File: config.mk
export PLATFORM = sky130hd
export DESIGN_NAME = mac_custom_instruction
export DESIGN_NICKNAME = d
export VERILOG_FILES = /design/src/rtl/mac_custom_instruction.sv
export SDC_FILE = /design/constraint.sdc
export NUM_CORES = 1
export LEC_CHECK = 0
export CORE_ASPECT_RATIO = 1.25
export CORE_MARGIN = 3
export CORE_UTILIZATION = 32
export CTS_CLUSTER_SIZE = 25
export DETAILED_ROUTE_END_ITERATION = 16
export HOLD_SLACK_MARGIN = 0.02
export SLEW_MARGIN = 20
export SYNTH_ARGS = -nofsm -noshare
export SYNTH_HDL_FRONTEND = slang
export SYNTH_SLANG_ARGS = --single-unit
File: constraint.sdc
create_clock -name clk -period 7.3 [get_ports clk]
set_input_delay 1.825 -clock clk [delete_from_list [all_inputs] [get_ports clk]]
set_output_delay 1.825 -clock clk [all_outputs]
set_load 0.1 [all_outputs]
File: src/rtl/mac_custom_instruction.sv
// Iterative shift-add multiply / multiply-accumulate custom instruction.
// Optional MAC_SAT_EN: saturating accumulate with a sticky flag read back by opcode 7.
module mac_custom_instruction #(
    parameter int unsigned WIDTH = 32,
    parameter int unsigned CNT_W = $clog2(WIDTH) + 1
) (
    input  logic             clk,
    input  logic             reset,
    input  logic             clk_en,
    input  logic             start,
    input  logic [2:0]       n,
    input  logic [WIDTH-1:0] dataa,
    output logic             done,
    output logic [WIDTH-1:0] result
);
    localparam int unsigned W2 = 2 * WIDTH;

    typedef enum logic [1:0] {StIdle, StBusy, StFinish} state_e;

    state_e            state_q, state_d;
    logic [WIDTH-1:0]  opa_q, opa_d, opb_q, opb_d;
    logic [W2-1:0]     prod_q, prod_d, acc_q, acc_d;
    logic [W2-1:0]     mcand_q, mcand_d, psum_q, psum_d;
    logic [WIDTH-1:0]  mplier_q, mplier_d;
    logic [CNT_W-1:0]  cnt_q, cnt_d;
    logic              sign_q, sign_d, mac_q, mac_d;
    logic              done_q, done_d;
    logic [WIDTH-1:0]  result_q, result_d;
    logic              sat_q, sat_d;

    logic [WIDTH-1:0]  abs_a, abs_b;
    logic [W2-1:0]     final_p, acc_new;
    logic              sat_hit;

    assign abs_a   = opa_q[WIDTH-1] ? (~opa_q + 1'b1) : opa_q;
    assign abs_b   = opb_q[WIDTH-1] ? (~opb_q + 1'b1) : opb_q;
    assign final_p = sign_q ? (~psum_q + 1'b1) : psum_q;

`ifdef MAC_SAT_EN
    logic [W2:0] acc_ext;
    always_comb begin
        // One guard bit: overflow when the two top bits disagree.
        acc_ext = {acc_q[W2-1], acc_q} + {final_p[W2-1], final_p};
        sat_hit = acc_ext[W2] != acc_ext[W2-1];
        if (!sat_hit) begin
            acc_new = acc_ext[W2-1:0];
        end else if (acc_ext[W2]) begin
            acc_new = {1'b1, {(W2-1){1'b0}}};
        end else begin
            acc_new = {1'b0, {(W2-1){1'b1}}};
        end
    end
`else
    always_comb begin
        acc_new = acc_q + final_p;
        sat_hit = 1'b0;
    end
`endif

    always_comb begin
        state_d  = state_q;
        opa_d    = opa_q;
        opb_d    = opb_q;
        prod_d   = prod_q;
        acc_d    = acc_q;
        mcand_d  = mcand_q;
        psum_d   = psum_q;
        mplier_d = mplier_q;
        cnt_d    = cnt_q;
        sign_d   = sign_q;
        mac_d    = mac_q;
        result_d = result_q;
        sat_d    = sat_q;
        done_d   = 1'b0;
        unique case (state_q)
            StIdle: begin
                if (start) begin
                    case (n)
                        3'd0: begin opa_d = dataa; result_d = '0; done_d = 1'b1; end
                        3'd1: begin opb_d = dataa; result_d = '0; done_d = 1'b1; end
                        3'd3: begin result_d = prod_q[W2-1:WIDTH]; done_d = 1'b1; end
                        3'd5: begin result_d = acc_q[WIDTH-1:0]; done_d = 1'b1; end
                        3'd6: begin result_d = acc_q[W2-1:WIDTH]; done_d = 1'b1; end
                        3'd7: begin
                            acc_d    = '0;
                            sat_d    = 1'b0;
                            result_d = {{(WIDTH-1){1'b0}}, sat_q};
                            done_d   = 1'b1;
                        end
                        default: begin
                            // n = 2 or 4: launch the shift-add engine on magnitudes.
                            mcand_d  = {{WIDTH{1'b0}}, abs_a};
                            mplier_d = abs_b;
                            psum_d   = '0;
                            cnt_d    = '0;
                            sign_d   = opa_q[WIDTH-1] ^ opb_q[WIDTH-1];
                            mac_d    = n[2];
                            state_d  = StBusy;
                        end
                    endcase
                end
            end
            StBusy: begin
                if (mplier_q[0]) begin
                    psum_d = psum_q + mcand_q;
                end
                mcand_d  = mcand_q << 1;
                mplier_d = mplier_q >> 1;
                cnt_d    = cnt_q + 1'b1;
                if (cnt_q == CNT_W'(WIDTH - 1)) begin
                    state_d = StFinish;
                end
            end
            StFinish: begin
                prod_d  = final_p;
                done_d  = 1'b1;
                state_d = StIdle;
                if (mac_q) begin
                    acc_d    = acc_new;
                    sat_d    = sat_q | sat_hit;
                    result_d = acc_new[WIDTH-1:0];
                end else begin
                    result_d = final_p[WIDTH-1:0];
                end
            end
            default: state_d = StIdle;
        endcase
    end

    always_ff @(posedge clk) begin
        if (reset) begin
            state_q  <= StIdle;
            opa_q    <= '0;
            opb_q    <= '0;
            prod_q   <= '0;
            acc_q    <= '0;
            mcand_q  <= '0;
            psum_q   <= '0;
            mplier_q <= '0;
            cnt_q    <= '0;
            sign_q   <= 1'b0;
            mac_q    <= 1'b0;
            done_q   <= 1'b0;
            result_q <= '0;
            sat_q    <= 1'b0;
        end else if (clk_en) begin
            state_q  <= state_d;
            opa_q    <= opa_d;
            opb_q    <= opb_d;
            prod_q   <= prod_d;
            acc_q    <= acc_d;
            mcand_q  <= mcand_d;
            psum_q   <= psum_d;
            mplier_q <= mplier_d;
            cnt_q    <= cnt_d;
            sign_q   <= sign_d;
            mac_q    <= mac_d;
            done_q   <= done_d;
            result_q <= result_d;
            sat_q    <= sat_d;
        end
    end

    assign done   = done_q;
    assign result = result_q;
endmodule

# After elaboration in Yosys (flattened, before gate mapping)
# Index checks and enable logic that the tools add are counted.
[totals]
n_memories = 0
ff_bits = 395
output_inout_bits = 33
mem_bits_rw = 0
wordCells = 86
rom_bits = 0
latch_bits = 0
[classes]
n_mux = 31
n_bitwise = 5
eq_ne = 15
shifts = 0
reduce_logical = 16
div = 0
order_cmp = 0
addsub = 6
n_mul = 0
[op_table]
columns = ["operator", "n"]
rows = [
  ["64-bit 2-to-1 mux", 9],
  ["64-bit one-hot mux with 2 select lines", 3],
  ["32-bit 2-to-1 mux", 6],
  ["64-bit adder", 2],
  ["32-bit one-hot mux with 2 select lines", 2],
  ["32-bit one-hot mux with 4 select lines", 1],
  ["32-bit by 1-bit adder with 32-bit output (second input constant)", 2],
  ["64-bit by 1-bit adder with 64-bit output (second input constant)", 1],
  ["32-bit inverter", 2],
  ["64-bit inverter", 1],
  ["4-bit AND reduction", 6],
  ["6-bit 2-to-1 mux", 2],
  ["6-bit one-hot mux with 2 select lines", 1],
  ["2-bit inequality test (second input constant)", 5],
  ["5-bit AND reduction", 2],
  ["3-bit == test (second input constant)", 3],
  ["6-bit by 1-bit adder with 6-bit output (second input constant)", 1],
  ["6-bit by 5-bit == test with 1-bit output (second input constant)", 1],
  ["2-bit 2-to-1 mux", 3],
  ["6-bit by 2-bit inequality test with 1-bit output (second input constant)", 1],
  ["6-bit OR reduction", 1],
  ["2-bit one-hot mux with 2 select lines", 1],
  ["2-bit nonzero test", 2],
  ["3-bit by 1-bit == test with 1-bit output (second input constant)", 1],
  ["13 further kinds", 14],
]

# Depth between registers and ports, before layout
[logic_depth]
depth_word = 6
depth_mapped = 25
depth_no_buf = 24

# Least setup slack after synthesis
# No wires, ideal clock.
[synth_path]
path_type = "register -> register"
start = "register psum_q[13]"
end = "register acc_q[62]"
period_less_slack_ns = 5.318
setup_time_ns = 0.074
path_stages_with_launch = 20
path_slack_ns = 1.982
n_path_buf = 1
arrival_ns = 5.243
cell_sequence = "dfxtp_1 or4_4 or4b_4 or4_1 or3_1 nand3b_1 or3_1 o21ai_0 xnor2_1 ha_1 clkbuf_1 nand2_1 nor3_1 nand4_1 a21oi_1 nor2_1 o41ai_1 a221oi_1 xor2_1 o21ai_0"
[synth_between]
elab_chain_len = 6
[synth_lines]
columns = ["element", "line_no", "text"]
rows = [
  ["from (decl)", "23", "logic [W2-1:0] mcand_q, mcand_d, psum_q, psum_d;"],
  ["from (signal assigned)", "153", "psum_q <= psum_d;"],
  ["64-bit inverter", "37", "assign final_p = sign_q ? (~psum_q + 1'b1) : psum_q;"],
  ["64-bit by 1-bit adder with 64-bit output", "37", ""],
  ["64-bit 2-to-1 mux", "37", ""],
  ["named net final_p[48]", "32", "logic [W2-1:0] final_p, acc_new;"],
  ["64-bit adder", "55", "acc_new = acc_q + final_p;"],
  ["64-bit 2-to-1 mux", "118", "if (mac_q) begin"],
  ["64-bit one-hot mux with 2 select lines", "75", "unique case (state_q)"],
  ["to (signal assigned)", "136", "acc_q <= '0;"],
  ["to (signal assigned)", "151", "acc_q <= acc_d;"],
  ["to (decl)", "22", "logic [W2-1:0] prod_q, prod_d, acc_q, acc_d;"],
]
# The timed path passes the listed nets, and every way through them passes these cells. The select of a mux whose other input is x is not followed.
# A chain may end at the register's enable or synchronous reset.

# Worst setup path after layout
[layout_path]
start = "register psum_q[2]"
end = "register acc_q[62]"
# Same word-level chain as after synthesis.

==> flow_summary_export.csv <==
group,metric,value,unit
cts,setup_buffers_after_cts,0,
floorplan,io_pins,72,
sta,finalMaxSlewViolations,0,
sta,setup-violations-final,0,
detailed_routing,route.vias.total,22300,
yosys,post_synthesis_net_count,3279,
power,powerDensity,172,nW/µm²
detailed_routing,first_iter_violations,1857,
power,total_power,4.56,mW
yosys,synth_cell_types,72,
detailed_routing,remaining_drc_errors,0,
detailed_routing,drt_pre_antenna_iters,5,
setup_path,critPathLaunchType,"flip-flop",
setup_path,depth_of_the_worst_register_to_register_path,20,
cells_and_area,fillers,7608,
setup_path,worstPathArrival,6.62,ns
min_path,worst_hold_path.num_cells,2,
power,seqPwrFrac,44.3,%
place,place.port_buffers,71,
yosys,synth_compound_area_share,29.4,%
cts,cts.sinks,363,
cts,cts-htree-levels,2,
cells_and_area,n_antenna_cell,0,
yosys,seq_area_frac_synth,30.8,%
detailed_routing,avgViaCountPerCell,5.57,
setup_path,worst-endpoint-required,7.82,ns
floorplan,rows,110,
cts,clk_pin_slew,0.06,ns
sta,finClkSkew,0.0608,ns
global_route,grt_antenna_before_repair,1,
floorplan,floorplan.die.width,249,µm
global_route,grt-ovfl-total,0,
setup_path,critical_path.endpoint_type,"flip-flop",
cts,cts_buffers,42,
yosys,yosysWarnings,0,
floorplan,die-area,77100,µm²
cells_and_area,area_growth,12.3,%
cts,cts_hold_buffers,0,
yosys,synth_top_family_by_area,"compound AO/OA/AOI/OAI gates",
min_path,worstHoldEndpoint,"result[24]",
min_path,hold_path_class,"reg -> reg",
yosys,share_of_synthesized_area_spent_on_multiplexers,0.996,%
sta,rsz_0062_raised_after_global_routing,"no",
yosys,synth.top_cells.by_count,"sky130_fd_sc_hd__nand2_1, sky130_fd_sc_hd__dfxtp_1, sky130_fd_sc_hd__a21oi_1, sky130_fd_sc_hd__nor2_1, sky130_fd_sc_hd__clkbuf_1",
cells_and_area,final_net_count,3215,
yosys,synthCells,3093,
setup_path,critical_path_class,"reg -> reg",
global_route,grt_start_max_net_pins,96,
detailed_routing,routed_wl,74500,µm
sta,min_period_over_period,83.6,%
yosys,synth_most_common_cell,"sky130_fd_sc_hd__nand2_1",
place,dp_hpwl,55600,µm
sta,max-slew-margin-rel,30.7,%
yosys,netlist_top_cells_area,"sky130_fd_sc_hd__dfxtp_1, sky130_fd_sc_hd__ha_1, sky130_fd_sc_hd__a21oi_1",
sta,achievable-frequency,164,MHz
yosys,synth_async_sr_flop_share,0,%
global_route,wire_length_of_the_first_global_routing_pass,118000,µm
power,power.leakage,10.3,nW
job,max_cap_viol_count,0,
yosys,synth_enable_flop_cells,0,
cells_and_area,drive_gt1_share,4.77,%
yosys,postSynthRegisterBits,363,
setup_path,worstReg2RegEnd,"acc_q[62]",
cts,tritoncts,"done",
place,dp_cells,3937,
floorplan,floorplan.core_area,72500,µm²
global_route,grt_pass1_vias,21000,
sta,hold_violations,0,
floorplan,initial_utilization,32.6,%
setup_path,regToRegSetupSlack,1.19,ns
sta,worst-slew-pin-transition,1.04,ns
yosys,post_synth_fa_ha_maj_area_fraction,7.85,%
detailed_routing,final_antenna_net_count,0,
yosys,yosys_most_used_dff,"sky130_fd_sc_hd__dfxtp_1",
cts,number_of_gates_given_a_new_drive_strength_after_cts,0,
power,ir_worst_vdd,0.000165,V
global_route,grtUsageTotal,18.6,%
yosys,yosys.area_share.simple,18.0,%
yosys,synth_xor_xnor_area_share,8.79,%
min_path,timing.hold.worst.start,"result[24]",
cts,cts_root_buf,"sky130_fd_sc_hd__clkbuf_16",
run_status,status,"finished, final reports clean",
yosys,yosysTopAreaCell,"sky130_fd_sc_hd__dfxtp_1",
power,switchingPower,1.20,mW
yosys,post_synth.cell_area_avg,7.64,µm²
sta,totalNegativeSetupSlack,0,ns
setup_path,maximum_fanout_encountered_on_the_critical_timing_path,7,
sta,fin_crit,6.11,ns
cts,worstSkewPairLatency,0.61,ns
setup_path,r2r-start,"psum_q[2]",
yosys,synthesis.area,23600,µm²
power,p_sw_share,26.2,%
yosys,yosys.area.top_type_share,30.8,%
power,clockPowerShare,48.0,%
place,globalplace.congestion,0.947,
cts,cts_max_path_buffers,3,
cells_and_area,final-instance-count-excl-fill,4014,
detailed_routing,avgRoutedWirePerCell,18.6,µm
power,power_report.internal_total,3.37,mW
floorplan,die-height,310,µm
power,share_comb_of_total_power,7.7,%
## flip-flops by register name, indices dropped and copies added, names as in the netlist
register	count
sign_q	1
acc_q	64
mac_q	1
mcand_q	64
psum_q	64
prod_q	32
state_q	2
opa_q	32
opb_q	32
result	32
cnt_q	6
done	1
mplier_q	32
## worst max-delay path by stage
stage / from / to / slack, ns / depth (start not counted)
2_1_floorplan: psum_q[13] / acc_q[62] / 1.98 / 19
3_3_place_gp: psum_q[2] / acc_q[62] / 1.32 / 20
3_5_place_dp: psum_q[2] / acc_q[62] / 1.24 / 20
4_1_cts: psum_q[2] / acc_q[62] / 1.21 / 20
5_1_grt: psum_q[2] / acc_q[62] / 0.78 / 20
6_report: psum_q[2] / acc_q[62] / 1.19 / 20
## power groups by stage
| stage | sequential, mW | combinational [mW] | clock (mW) |
|---|---|---|---|
| 6_report | 2.02 | 0.351 | 2.19 |
| 5_1_grt | 2.02 | 0.385 | 2.33 |
| 4_1_cts | 2.02 | 0.350 | 2.24 |
| 3_5_place_dp | 2.06 | 0.350 | 0 |
| 3_3_place_gp | 2.06 | 0.349 | 0 |
| 2_1_floorplan | 2.06 | 0.233 | 0 |
## layer usage
layer	vias up	track usage, %	wire (µm)
met1	10500	23.8	33300
li1	11100	-	-
met3	132	2.36	3630
met5	-	0	13
met2	552	31.9	34600
met4	2	7.46	3000
## cells by family (layout without fill, tap and decap cells)
family | Yosys count | count (layout)
XOR/XNOR | 237 | 237
multiplexers | 23 | 23
buffers and inverters | 262 | 231
flip-flops | 363 | 363
adder cells (fa/ha/maj) | 147 | 147
AO/OA/AOI/OAI | 1092 | 1092
AND/OR/NAND/NOR | 969 | 969
## cells in the final DEF, fill, tap and decap left out, types with 20 or more instances in the layout
cell and count:
sky130_fd_sc_hd__nand2_1 379, sky130_fd_sc_hd__dfxtp_1 361, sky130_fd_sc_hd__a21oi_1 346, sky130_fd_sc_hd__nor2_1 333, sky130_fd_sc_hd__o21ai_0 201, sky130_fd_sc_hd__xnor2_1 171
sky130_fd_sc_hd__ha_1 145, sky130_fd_sc_hd__a22oi_1 93, sky130_fd_sc_hd__a21o_1 91, sky130_fd_sc_hd__clkdlybuf4s50_1 70, sky130_fd_sc_hd__xor2_1 66, sky130_fd_sc_hd__o22ai_1 51
sky130_fd_sc_hd__nand4_1 48, sky130_fd_sc_hd__inv_1 44, sky130_fd_sc_hd__o31ai_1 42, sky130_fd_sc_hd__clkbuf_16 42, sky130_fd_sc_hd__a211oi_1 40, sky130_fd_sc_hd__nor3_1 39
sky130_fd_sc_hd__a22o_1 39, sky130_fd_sc_hd__a221oi_1 36, sky130_fd_sc_hd__buf_4 36, sky130_fd_sc_hd__nand3_1 32, sky130_fd_sc_hd__nand2b_1 25, sky130_fd_sc_hd__o21bai_1 22
sky130_fd_sc_hd__mux2i_1 22, sky130_fd_sc_hd__or3_1 20
## per-stage QoR
stage / setup slack [ns] / area [µm²] / util (%) / hold slack (ns)
finish: 1.19 / 26500 / 36.6 / 0.451
global route: 0.779 / 26500 / 36.6 / 0.479
CTS: 1.21 / 26500 / 36.6 / 0.456
detailed placement: 1.24 / 25100 / 34.6 / 0.448
global placement: 1.32 / 25100 / 34.6 / 0.443
floorplan: 1.98 / 23600 / - / 0.436
## critical path: stages, from the launching register on
cell                       delay [ns]
sky130_fd_sc_hd__dfxtp_1         0.38
sky130_fd_sc_hd__nor4_2          0.46
sky130_fd_sc_hd__nand2_1         0.14
sky130_fd_sc_hd__or2_2           0.31
sky130_fd_sc_hd__nand2b_1        0.21
sky130_fd_sc_hd__or4_1           0.62
sky130_fd_sc_hd__or3_1           0.52
sky130_fd_sc_hd__nand3b_1        0.24
sky130_fd_sc_hd__or3_1           0.40
sky130_fd_sc_hd__o21ai_0         0.21
sky130_fd_sc_hd__xnor2_1         0.12
sky130_fd_sc_hd__ha_1            0.42
sky130_fd_sc_hd__nand2_1         0.11
sky130_fd_sc_hd__nor3_1          0.35
sky130_fd_sc_hd__nand4_1         0.14
sky130_fd_sc_hd__a21oi_1         0.22
sky130_fd_sc_hd__nor2_1          0.12
sky130_fd_sc_hd__o41ai_1         0.52
sky130_fd_sc_hd__a221oi_1        0.21
sky130_fd_sc_hd__xor2_1          0.17
sky130_fd_sc_hd__o21ai_0         0.14
## area by class of cell
type | count | area [µm²] | area share [%]
clock buffer | 58 | 1150 | 4.34
clock inverter | 19 | 293 | 1.10
tap | 952 | 1190 | 4.49
multi-input combinational | 2468 | 15500 | 58.3
sequential | 363 | 7270 | 27.4
inverter | 47 | 176 | 0.665
timing repair buffer | 107 | 986 | 3.72
No activity file was read; power rests on OpenSTA's default activity.
